### config.mk
export PLATFORM = sky130hd
export DESIGN_NAME = dsram_rmw_ctrl
export DESIGN_NICKNAME = d
export VERILOG_FILES = /design/src/rtl/dsram_rmw_ctrl.sv
export SDC_FILE = /design/constraint.sdc
export NUM_CORES = 1
export LEC_CHECK = 0
export CAP_MARGIN = 20
export CORE_AREA = 2 2 336 338
export CTS_CLUSTER_SIZE = 25
export DETAILED_ROUTE_END_ITERATION = 8
export DIE_AREA = 0 0 338 340
export PLACE_DENSITY = 0.41
export SYNTH_ARGS = -nofsm -noshare
export SYNTH_HDL_FRONTEND = slang
export SYNTH_SLANG_ARGS = --single-unit
### constraint.sdc
create_clock -name clk -period 5.4 [get_ports clk]
set_clock_uncertainty 0.15 [all_clocks]
set_input_delay 1.08 -clock clk [delete_from_list [all_inputs] [get_ports clk]]
set_output_delay 1.08 -clock clk [all_outputs]
set_load 0.05 [all_outputs]
### src/rtl/dsram_rmw_ctrl.sv
// Request-side controller for a single-port 256-bit data SRAM without byte enables.
// Word reads, byte-enabled word writes (read-modify-write) and full-line fills, one at a time.
module dsram_rmw_ctrl #(
  parameter int ADDR_WIDTH = 13
) (
  input  logic                  clk,
  input  logic                  rst_n,
  input  logic                  req_valid,
  output logic                  req_ready,
  input  logic                  req_fill,
  input  logic                  req_write,
  input  logic [ADDR_WIDTH-1:0] req_a,
  input  logic [2:0]            req_offset,
  input  logic [3:0]            req_be,
  input  logic [31:0]           req_wd,
  input  logic [255:0]          req_line,
  output logic                  rsp_valid,
  output logic [31:0]           rsp_rd,
  output logic [ADDR_WIDTH-1:0] ram_a,
  output logic [255:0]          ram_wd,
  output logic                  ram_read,
  output logic                  ram_write,
  input  logic [255:0]          ram_rd
);

  typedef enum logic [2:0] {
    S_IDLE,
    S_RD,
    S_MRG,
    S_WR,
    S_RSP
  } state_t;

  state_t        state, state_nxt;
  logic          accept;
  logic          op_write;
  logic [2:0]    op_offset;
  logic [3:0]    op_be;
  logic [31:0]   op_wd;
  logic [255:0]  merged;

  // Strobes come straight from the state register so an async reset kills them at once.
  assign req_ready = (state == S_IDLE);
  assign ram_read  = (state == S_RD);
  assign ram_write = (state == S_WR);
  assign rsp_valid = (state == S_RSP);
  assign accept    = req_valid & req_ready;

  // NOTE: every variable assigned in an always_comb gets a default first, so no path infers a latch.
  always_comb begin
    state_nxt = state;
    unique case (state)
      S_IDLE:  if (accept) state_nxt = req_fill ? S_WR : S_RD;
      S_RD:    state_nxt = S_MRG;
      S_MRG:   state_nxt = op_write ? S_WR : S_RSP;
      S_WR:    state_nxt = S_RSP;
      S_RSP:   state_nxt = S_IDLE;
      default: state_nxt = S_IDLE;
    endcase
  end

  // NOTE: sequential state uses non-blocking assignments so all registers update together at the edge.
  always_ff @(posedge clk or negedge rst_n) begin
    if (!rst_n) state <= S_IDLE;
    else        state <= state_nxt;
  end

  // Replace only the enabled bytes of the addressed word; the rest of the line passes through.
  always_comb begin
    merged = ram_rd;
    for (int i = 0; i < 4; i++) begin
      if (op_be[i]) merged[32*int'(op_offset) + 8*i +: 8] = op_wd[8*i +: 8];
    end
  end

  always_ff @(posedge clk or negedge rst_n) begin
    if (!rst_n) begin
      op_write  <= 1'b0;
      op_offset <= '0;
      op_be     <= '0;
      op_wd     <= '0;
      ram_a     <= '0;
      ram_wd    <= '0;
      rsp_rd    <= '0;
    end else begin
      if (accept) begin
        op_write  <= req_write & ~req_fill;
        op_offset <= req_offset;
        op_be     <= req_be;
        op_wd     <= req_wd;
        ram_a     <= req_a;
        if (req_fill) ram_wd <= req_line;
      end
      if (state == S_MRG) begin
        if (op_write) ram_wd <= merged;
        else          rsp_rd <= ram_rd[32*int'(op_offset) +: 32];
      end
    end
  end

endmodule

==> summary by stage, run 1 <==
Run status
The flow ran to the end, and the final reports show no timing, DRC or antenna violations.

Yosys
After Yosys synthesis, XOR and XNOR cells account for 0% of the synthesized area. The synthesized netlist devotes between 10% and 20% of its cell area to compound gates. Each instance of the synthesized netlist takes up on average just under 10 um^2. In the synthesized netlist, the number of instances is approximately 2100. The cell area that synthesis handed to floorplanning was roughly 0.020 mm^2.

The count of different cell masters after synthesis is 38. After synthesis, the largest area contributor takes up a little over two fifths of total cell area. The portion of synthesized area spent on multiplexers is 21.0%.

After synthesis, the largest family of logic cells by area is multiplexers. Yosys printed 0 warnings. The largest area contributor in the synthesized netlist is dfrtp_1. The number of nets produced by synthesis is 2679. After Yosys synthesis, and, or, nand and nor cells account for between 15 and 20% of the synthesized area. The synthesized netlist devotes less than 1% of its cell area to adder and majority cells. Summing the sequential cell areas from Yosys gives roughly 43% of the chip area. The synthesized design contains around 340 register bits. Yosys attributes the largest share of cell area to dfrtp_1, mux2i_1, nand2_1.

Setup path
The number of buffers and inverters on the critical path is 1. The type of element launching the critical path is a register. STA puts the critical path data arrival time at ~4.5 ns. By startpoint and endpoint, the worst setup path is classified as reg -> reg.

In this design, the stage delay of the slowest critical-path cell is between 0.6 and 0.7 ns. Among cell families on the critical path, the largest total delay comes from adder cells. The signal on the critical path passes through inv_2, ha_1, ha_1, nor2b_1, and3_1, mux2i_1, mux2i_1.

The critical path data required time is around 5.7 ns. The kind of end point of the critical path is a register. In this run the worst path has a maximum fanout of 41. For this design, the slowest cell found on the critical path is and3_1. The terminus of the critical flop-to-flop path is ram_wd[195]. The worst reg2reg path startpoint is op_offset[1]. The register-to-register setup slack is 1.20 ns. For the worst flop-to-flop path, the logic depth is 7.

Clock network
The clock drives between 300 and 400 sinks. The clock reaches the later pin of the worst-skew pair after roughly 0.63 ns. The number of buffers inserted for hold repair after clock tree synthesis is 0. The clock-pin transition on the worst setup and hold timing paths is about 0.060 ns. Post-CTS timing repair inserted 0 buffers for setup.

The tree is rooted in a clkbuf_16. The CTS tree is built. The CTS buffer count is 50. The H-tree generated during clock tree synthesis spans 2 levels. Gates resized during post-CTS repair numbered 0. In this run the deepest clock path goes through 3 buffers.

Floorplanning
The initial core utilization is 18.1%. The total area inside the core boundary comes to around 0.11 mm^2. The die covers between 0.1 and 0.15 mm^2. The standard-cell row count is ~120. The die outline width is between 300 and 400 um. around 900 I/O pins were placed. The die outline height is about 340 um.

Routing
The total via count in the routed design is roughly 21000. The number of antenna-violating nets in the routed design is 0. The number of vias per cell after detailed routing is 4.78.

In this run, the number of DRC markers left after iteration 0 of detailed routing was between 1500 and 2000. In the routed design, unresolved DRC markers number 0. The first TritonRoute pass finished after 5 iterations.

The aggregate routed wire length is ~150000 um. In the final routed layout, each cell accounts on average for 33.8 um.

Finish
Cells with a size suffix above 1 make up 11.1% of the layout. The filler-free cell count of the finished design is about 4500. The final instance area is 0.0326 mm^2. The sequential cell area in the final layout is between 0.008 and 0.009 mm^2. After the last flow step, the layout net total stands at about 3500. The most common cell after layout, fill and taps aside is clkdlybuf4s50_1. The multi-input combinational cell area is approximately 0.011 mm^2.

The area added between synthesis and finish is 61.0%. The number of fill cells is around 12000. In the layout the commonest cells are clkdlybuf4s50_1, nand2_1, dfrtp_1.

Placed design
The post-place instance area is about 0.03 mm^2. The global placement routability congestion is 0.889. Detailed placement ended at an HPWL of 120000 um. After detailed placement, the design holds a cell count of 4367. The number of buffers added on ports is 873.

Min path
The class of the tightest hold or removal check is in -> async.

Timing
Derived from the worst setup path, the maximum achievable clock frequency is about 240 MHz. For the pin with the worst max-slew slack, the measured transition is between 1 and 1.5 ns. The number of failing setup endpoints in the final timing report is 0. Setup repair after global routing left no endpoint under its margin. Of the available clock period, the critical path in the final layout requires about 80%. Headroom to the max-slew limit came out at between 10% and 20%. The tightest hold margin is ~0.29 ns. For the finished layout, the period the worst path requires is between 4 and 5 ns.

Summed over all failing endpoints, the final setup total negative slack is 0 ns. The number of pins exceeding their max-slew limit in the final report is 0. The number of hold violations in the final report came to 0.

Global routing
The global-route wire length before repair is 200000 um. Global routing finished with a remaining overflow of 0. The initial antenna violation count is 30.

The number of global-route vias before repair is 21311. Entering global routing, the biggest net connects 123 pins. Across every metal layer, demand over resource in global routing totals around 26%.

Power
The portion of total power attributed to the clock network is ~16%. The net switching fraction of the power is between 50% and 60%. The power per standard cell area is between 600 and 700 mW/mm^2. In this run the power spent charging and discharging nets is about 0.011 W. The peak supply drop is roughly 0.33 mV. The static leakage power is ~13 nW. The share of total power dissipated in combinational logic is about three fifths. The sequential share of power is between 20% and 30%.

The internal power summed over all cells is 0.0105 W.

Job
The number of max-capacitance violations reported is 0.
how the worst max path moves through the flow:
stage / from / endpoint / cells after the start
floorplan: op_offset[1] / ram_wd[0] / 10
global placement: op_offset[1] / ram_wd[195] / 7
detailed placement: op_offset[1] / ram_wd[195] / 7
CTS: op_offset[1] / ram_wd[195] / 7
global route: op_offset[1] / ram_wd[195] / 7
finish: op_offset[1] / ram_wd[195] / 7
synthesized netlist by cell type:
cell type,count
nand2_1,389
dfrtp_1,344
mux2i_1,228
nor2_1,225
a211oi_1,192
a31oi_1,192
clkbuf_1,116
mux4_2,63
nand3b_1,61
buf_2,55
mux2_2,49
nand3_1,37
and2_1,33
a21oi_1,32
or3b_2,24
buf_1,13
buf_6,6
ha_1,6
nor3b_1,6
and3_1,4
inv_1,4
o21ai_0,4
buf_4,3
nand4_2,3
and3b_1,2
a21boi_0,1
inv_2,1
nand2b_1,1
nand4_1,1
nor2b_1,1
nor3_1,1
nor4_4,1
nor4b_1,1
nor4b_4,1
o211ai_1,1
o22a_1,1
or2_2,1
or3_1,1
kinds of logic after synthesis:
family | Yosys count
AO/OA/AOI/OAI | 423
multiplexers | 340
flip-flops | 344
AND/OR/NAND/NOR | 793
adder cells (fa/ha/maj) | 6
buffers and inverters | 198
per-stage QoR:
step / worst slack (ns) / total power (W) / util [%]
2_1_floorplan: 2.46 / 0.0128 / -
3_3_place_gp: 1.25 / 0.0185 / 27.6
3_5_place_dp: 1.22 / 0.0185 / 27.7
4_1_cts: 1.21 / 0.0221 / 29.2
5_1_grt: 1.03 / 0.0229 / 29.2
6_report: 1.20 / 0.0219 / 29.2
power by group through the flow:
stage	registers (W)	clock network, W	logic [W]
after detailed placement	0.00533	0	0.0132
after CTS	0.00532	0.00361	0.0132
after global routing	0.00549	0.00370	0.0137
final	0.00532	0.00350	0.0131
after global placement	0.00535	0	0.0131
after floorplan	0.00867	0	0.00413
flip-flops by register name (all words and copies together), names as in the netlist:
name	cells
state	3
ram_a	13
op_wd	32
ram_wd	256
op_be	4
op_offset	3
op_write	1
rsp_rd	32
cell type report:
class	count	area share, %
Antenna cell	8	0.0615
Clock buffer	75	4.63
Clock inverter	18	0.572
Inverter	5	0.0576
Multi-Input combinational cell	1562	33.3
Sequential cell	344	26.5
Tap cell	1500	5.76
Timing Repair Buffer	957	29.2
worst register-to-register path, stage by stage, from the launching register on:
cell	delay (ns)
dfrtp_4	0.66
inv_2	0.63
ha_1	0.58
ha_1	0.41
nor2b_1	0.24
and3_1	0.67
mux2i_1	0.56
mux2i_1	0.14
routing by layer:
| layer | up-vias | share of wire (%) | routed length (um) | GRT usage, % |
|---|---|---|---|---|
| li1 | 9332 | - | - | - |
| met3 | 158 | 6.9 | 10400 | 5.77 |
| met2 | 823 | 46 | 69500 | 40.8 |
| met1 | 11025 | 45 | 68100 | 35.4 |
| met4 | 30 | 1.9 | 2850 | 4.55 |
| met5 | - | 0.11 | 171 | 0 |
Note: power is estimated with default switching activity, not from simulation.
==> inputs of run 2 (changes only) <==
--- a/config.mk
+++ b/config.mk
@@ -6,11 +6,11 @@
 export NUM_CORES = 1
 export LEC_CHECK = 0
 export CAP_MARGIN = 20
-export CORE_AREA = 2 2 336 338
+export CORE_AREA = 2 2 341 343
 export CTS_CLUSTER_SIZE = 25
 export DETAILED_ROUTE_END_ITERATION = 8
-export DIE_AREA = 0 0 338 340
-export PLACE_DENSITY = 0.41
+export DIE_AREA = 0 0 343 345
+export PLACE_DENSITY = 0.4
 export SYNTH_ARGS = -nofsm -noshare
 export SYNTH_HDL_FRONTEND = slang
 export SYNTH_SLANG_ARGS = --single-unit
==> constraint.sdc (replaced) <==
create_clock -name clk -period 4 [get_ports clk]
set_clock_uncertainty 0.15 [all_clocks]
set_input_delay 0.8 -clock clk [delete_from_list [all_inputs] [get_ports clk]]
set_output_delay 0.8 -clock clk [all_outputs]
set_load 0.05 [all_outputs]
==> summary by stage, run 2 (synthesis gave the netlist of run 1 again) <==
Clock network
The H-tree depth reported by CTS is 2 (unchanged). The count of cells resized by post-cts repair is 0 (unchanged). The CTS buffer count is 50 (unchanged). The maximum buffer depth of the clock tree came to 3 (unchanged). The number of clock sinks is 344 (unchanged). The number of buffers inserted for hold repair after clock tree synthesis is 0 (unchanged). The buffer count from post-CTS setup fixing was 0 (unchanged). The clock-pin transition on the worst setup and hold timing paths came to 0.06 ns (about the same). The clock network latency to the later pin of the worst-skew pair is 0.66 ns (+0.03 ns).

TritonCTS built the clock tree. The clock root buffer is clkbuf_16.

Power
The static leakage power is 13.2 nW (+3.2%). The net switching fraction of the power is 51.9% (-0.18 points). The portion of total power attributed to the clock network is 16.5% (+0.5 points). The internal power summed over all cells is 0.0145 W (+38%). The switching component of the power is 0.0156 W (+37%). The power per standard cell area is 906 mW/mm^2 (+35%). The sequential share of power was 23.2% (-1.1 points). The peak supply drop is 0.423 mV (+28%). The combinational share of power was 60.3% (+0.6 points).

Global routing
The global-route wire length before repair is 204000 um (+2.2%). The final global-route overflow total is 0 (unchanged). The total routing resource utilization after global routing is 25.3% (-0.22 points). The number of global-route vias before repair is 22002 (+3.2%). The initial antenna violation count is 72 (+140%). The largest net degree at the start of global routing is 90 (-27%).

Setup path
The worst setup path is launched from a register. The critical path data required time is 3.05 ns (-2.68 ns). The kind of end point of the critical path is an output pin. The cell family contributing the most delay on the critical path is buffers and inverters.

Walking the worst path, the cells encountered are and3b_1, clkdlybuf4s50_1. The worst reg2reg path depth is 8 (+1). The cell with the biggest individual delay on the critical path is clkdlybuf4s50_1. The delay of the slowest critical-path stage is 0.81 ns (+0.14 ns). The arrival time of the worst setup path came to 2.26 ns (-2.26 ns). The top fanout value on the critical path was 10 (-76%). The critical path start-end classification is reg -> out. The logic depth of the worst setup path including buffers is 2 (-5). The sum of buffers and inverters on the critical path is 1 (unchanged).

Floorplanning
The die area was 0.118 mm^2 (+3.0%). The die outline height is 345 um (+1.5%). The initial core utilization is 17.6% (-0.56 points). The count of boundary I/O pins is 874 (unchanged). The core area is 0.115 mm^2 (+3.2%). The die outline width was 343 um (+1.5%).

The standard-cell row count is 125 (+1.6%).

Timing
The max-slew headroom at the worst pin came to 33.7% (+19 points). For this run, the top clock speed supported by timing is just over 300 MHz. The setup total negative slack is 0 ns (unchanged).

The number of pins exceeding their max-slew limit in the final report is 0 (unchanged). The final critical path takes up between 80% and 90% of the cycle. The slack of the critical path is 0.790 ns (-0.415 ns). The number of failing setup endpoints in the final timing report is 0 (unchanged). The slew at the pin closest to its max-slew limit is 0.995 ns (-0.285 ns).

The number of hold violations in the final report is 0 (unchanged). Setup repair after global routing left no endpoint under its margin. The final critical path time including I/O delays and setup is between 3 and 4 ns.

Finish
The net total in the final layout is 3557 (+1.8%). The most common cell after layout, fill and taps aside is clkdlybuf4s50_1. The share of final-layout standard cells stronger than drive strength 1 is 12.6% (+1.5 points). The number of flip-flops in the largest register is 256 (unchanged).

The largest registers in the layout are ram_wd: 256 flops, op_wd: 32 flops, rsp_rd: 32 flops. More flip-flops sit in one register than any other, and that register is ram_wd. The area added between synthesis and finish is 64.5%. Leaving out fill and tap cells, the most frequent cells in the layout are clkdlybuf4s50_1, nand2_1, dfrtp_1. The final instance area is 0.0333 mm^2 (+2.1%).

Routing
The total via count in the routed design is 21589 (+1.0%). The aggregate routed wire length is 154000 um (+2.3%). The number of vias per cell after detailed routing was 4.71 (-1.4%).

The number of remaining DRC errors is 0 (unchanged). The iteration-0 DRC count of the detailed router is 1759 (+1.4%). The average wire per standard cell is 33.7 um (-0.22%).

The number of antenna-violating nets in the routed design came to 0 (unchanged). The count of TritonRoute iterations in the first routing pass was 8 (+3).

Placed design
The number of buffers added on ports is 873 (unchanged). The global placement routability congestion came to 0.881 (-0.88%). The post-place instance area is 0.0314 mm^2 (+1.9%). The placement-stage worst setup slack is 0.816 ns (-0.404 ns). The detailed placer's ending HPWL is 122000 um (+1.9%).

Job
The number of max-capacitance violations reported came to 0 (unchanged).

Run status
The flow ran to the end, and the final reports show no timing, DRC or antenna violations.

Min path
The tightest min-delay check is of the in -> async type.
==> run 2: cell count changes in the layout (fill, tap and decap cells not counted), moves of 2 or more <==
| cell | previous run | this run |
|---|---|---|
| buf_4 | 72 | 126 |
| diode_2 | 8 | 36 |
| a211oi_1 | 179 | 191 |
| a211oi_2 | 13 | 1 |
| buf_12 | 10 | 20 |
| clkbuf_1 | 12 | 7 |
| bufinv_16 | 3 | 7 |
| clkinvlp_4 | 7 | 3 |
| clkbuf_16 | 53 | 51 |
| clkinv_2 | 7 | 9 |
==> run 2: through the flow <==
step	std cells	hold slack (ns)	total power [W]	utilization, %
after floorplan	2104	0.354	0.0173	-
after global placement	4454	0.341	0.0253	27.3
after detailed placement	4454	0.345	0.0253	27.3
after CTS	4544	0.0402	0.0304	28.8
after global routing	4567	0.0596	0.0314	28.9
final	4580	0.0185	0.0301	28.9
==> run 2: power groups by stage <==
stage / logic [W] / registers, W / clock network, W
2_1_floorplan: 0.00557 / 0.0117 / 0
3_3_place_gp: 0.0182 / 0.00706 / 0
3_5_place_dp: 0.0183 / 0.00702 / 0
4_1_cts: 0.0183 / 0.00701 / 0.00510
5_1_grt: 0.0190 / 0.00721 / 0.00521
6_report: 0.0182 / 0.00701 / 0.00496
==> run 2: final timing paths <==
path,slack [ns],start,endpoint
max,0.79,state[1],ram_write
min,0.02,rst_n,ram_a[6]
max reg2reg,0.81,op_offset[0],ram_wd[228]
min reg2reg,0.36,ram_a[6],ram_a[6]
max in group asynchronous,2.77,rst_n,ram_wd[73]
min in group clk,0.36,ram_a[6],ram_a[6]
==> run 2: layer usage <==
metal	track usage, %	wire length, um
met1	32.7	66000
met2	38.9	69200
met3	9.16	14100
met4	8.30	4690
met5	0.245	441
==> run 2: worst register-to-register path: stages (launching register included) <==
cell	delay [ns]
dfrtp_4	0.66
inv_1	0.21
ha_1	0.26
ha_1	0.38
nor2b_1	0.24
and3_1	0.62
buf_4	0.25
mux2i_1	0.18
mux2i_1	0.09
==> run 2: final cells by class <==
class                   instances  area, um^2
well taps                    1524        1910
clock inverters                22         319
repair buffers               1019       10100
inverters                       5        20.0
fillers                     12324       81800
diodes                         36        90.1
flip-flops and latches        344        8620
clock buffers                  68        1440
multi-input cells            1562       10800
==> RTL change, RTL diff (settings of run 1) <==
Change the parameter `ADDR_WIDTH` from 13 to 14.
--- a/src/rtl/dsram_rmw_ctrl.sv
+++ b/src/rtl/dsram_rmw_ctrl.sv
@@ -1,7 +1,7 @@
 // Request-side controller for a single-port 256-bit data SRAM without byte enables.
 // Word reads, byte-enabled word writes (read-modify-write) and full-line fills, one at a time.
 module dsram_rmw_ctrl #(
-  parameter int ADDR_WIDTH = 13
+  parameter int ADDR_WIDTH = 14
 ) (
   input  logic                  clk,
   input  logic                  rst_n,
Ports: changed (resized ram_a and req_a); port bits go from 874 to 876. No check against the original RTL was run, so the function may have changed too.
==> RTL change against run 1 <==
Routed wire length is 1.2% lower. Cell area hardly changed. Global-route usage is 0.49 points lower. Sequential cell count is 1 higher. Worst setup slack better by 0.41 ns. Worst hold slack worse by 0.048 ns. Sequential share of layout area is 0.082 points higher. Total power is 1.2% higher. Area after synthesis is 1.2% higher. Largest power group unchanged. Highest routed layer unchanged.
==> RTL change: results (changes against run 1) <==
\begin{tabular}{lr}
\hline
Metric & Value \\
\hline
\multicolumn{2}{l}{\textbf{Power}} \\
Switching power summed over all nets & 11500 uW (was 11400 uW) \\
Leakage power summed over all cells & 0.0128 uW (about the same) \\
Worst voltage drop across the vdd grid & 0.308 mV (was 0.329 mV) \\
\multicolumn{2}{l}{\textbf{Route}} \\
Final routed wirelength across all metal layers & 149000 um (was 151000 um) \\
DRC marker count from the first detailed-route iteration & 1896 (was 1734) \\
Vias per std cell & 4.81 (was 4.78) \\
\multicolumn{2}{l}{\textbf{STA}} \\
Transition time of the tightest slew-check pin & 1.22 ns (was 1.28 ns) \\
\multicolumn{2}{l}{\textbf{GRT}} \\
Antenna violations before repair & 57 (was 30) \\
Pin count of the biggest net entering global routing & 138 (was 123) \\
Vias in the first global route & 21100 (was 21300) \\
Wire length of the first global-routing pass & 195000 um (was 200000 um) \\
\multicolumn{2}{l}{\textbf{Worst setup path}} \\
Worst setup path endpoint & ram\_wd[4] (was ram\_wd[195]) \\
Critical path's slowest cell & dfrtp\_4 (was and3\_1) \\
Delay of the slowest critical-path stage & 0.75 ns (was 0.67 ns) \\
Flop-to-flop setup slack & 1.61 ns (was 1.20 ns) \\
Highest fanout seen on the critical path & 30 (was 41) \\
Worst reg2reg path startpoint & op\_offset[0] (was op\_offset[1]) \\
Family with the most delay on the worst path & simple AND/OR/NAND/NOR gates (was adder cells) \\
\multicolumn{2}{l}{\textbf{Synth}} \\
Multiplexer area fraction after synthesis & 0.208 (was 0.210) \\
Share of synthesized flip-flops with an asynchronous set or reset & 1.00 (unchanged) \\
Synthesized-area fraction occupied by xor and xnor cells & 0 (unchanged) \\
Adder-Cell Fraction of Synth Area & 0.00367 (was 0.00371) \\
Ranking of synthesized cells by area & dfrtp\_1 (42\%), mux2i\_1 (11\%), nand2\_1 (7.2\%) (was dfrtp\_1 (43\%), mux2i\_1 (11\%), nand2\_1 (7.2\%)) \\
Post-synthesis cell type count & 42 (was 38) \\
Synth Area in Compound Gates & 0.139 (was 0.141) \\
Post-synth net total & 2683 (was 2679) \\
Sequential fraction of the synthesis area & 0.422 (was 0.426) \\
\multicolumn{2}{l}{\textbf{Finish}} \\
Layout cell share with drive strength beyond 1 & 0.104 (was 0.111) \\
Number of inserted filler cells in the final layout & 11800 (about the same) \\
Post-layout net count & 3487 (was 3495) \\
\multicolumn{2}{l}{\textbf{Clock network}} \\
CTS resizes & 0 (unchanged) \\
\multicolumn{2}{l}{\textbf{Place}} \\
IO Port Bufs & 875 (was 873) \\
Final weighted congestion of routability-driven global placement & 0.879 (was 0.889) \\
HPWL after detailed placement & 118000 um (was 120000 um) \\
\multicolumn{2}{l}{\textbf{Status}} \\
Run status & complete, no violations (unchanged) \\
\hline
\end{tabular}
-- RTL change: worst min path at each step --
stage | end | cells after the start | slack, ns | startpoint
after floorplan | state[1] | 2 | 0.38 | op_write
after global placement | ram_a[6] | 1 | 0.34 | ram_a[6]
after CTS | ram_wd[21] | 1 | 0.21 | rst_n
after global routing | ram_wd[55] | 1 | 0.25 | rst_n
final | ram_wd[55] | 1 | 0.24 | rst_n
after detailed placement | ram_a[3] | 1 | 0.35 | ram_a[3]
-- RTL change: final cells by class --
class	instances	area [um^2]	area share
timing repair buffer	943	9390	0.288
inverter	5	18.8	0.000576
antenna	16	40.0	0.00123
multi-input combinational	1566	10800	0.332
sequential	345	8640	0.265
clock buffer	68	1400	0.0430
clock inverter	24	377	0.0116
tap	1500	1880	0.0576
-- RTL change: routing by layer --
metal  track usage  share of wire  vias to the layer above
li1              -              -                     9314
met1         0.344           0.44                    11000
met2         0.387           0.45                      955
met3        0.0736          0.086                      171
met4        0.0523          0.019                       44
met5             0         0.0019                        -
-- RTL change: power groups by stage --
stage	logic, uW	clock network [uW]	registers [uW]
after CTS	13300	3820	5210
after global placement	13200	0	5240
after floorplan	4220	0	8720
final	13200	3720	5200
after global routing	13800	3900	5370
after detailed placement	13300	0	5220
-- RTL change: metrics by stage --
| step | cell area [um^2] | instances | hold slack (ns) | worst slack [ns] |
|---|---|---|---|---|
| after floorplan | 20500 | 2107 | 0.384 | 2.46 |
| after global placement | 30800 | 4359 | 0.339 | 1.64 |
| after detailed placement | 30800 | 4359 | 0.345 | 1.58 |
| after CTS | 32500 | 4451 | 0.210 | 1.56 |
| after global routing | 32600 | 4462 | 0.250 | 1.35 |
| final | 32600 | 4467 | 0.240 | 1.61 |
-- RTL change: kinds of logic (layout without fill, tap and decap cells) --
family                   after synthesis  count (layout)
AND/OR/NAND/NOR                      797             797
AO/OA/AOI/OAI                        423             423
flip-flops                           345             345
multiplexers                         340             340
buffers and inverters                196            1040
adder cells (fa/ha/maj)                6               6
other                                  0              16
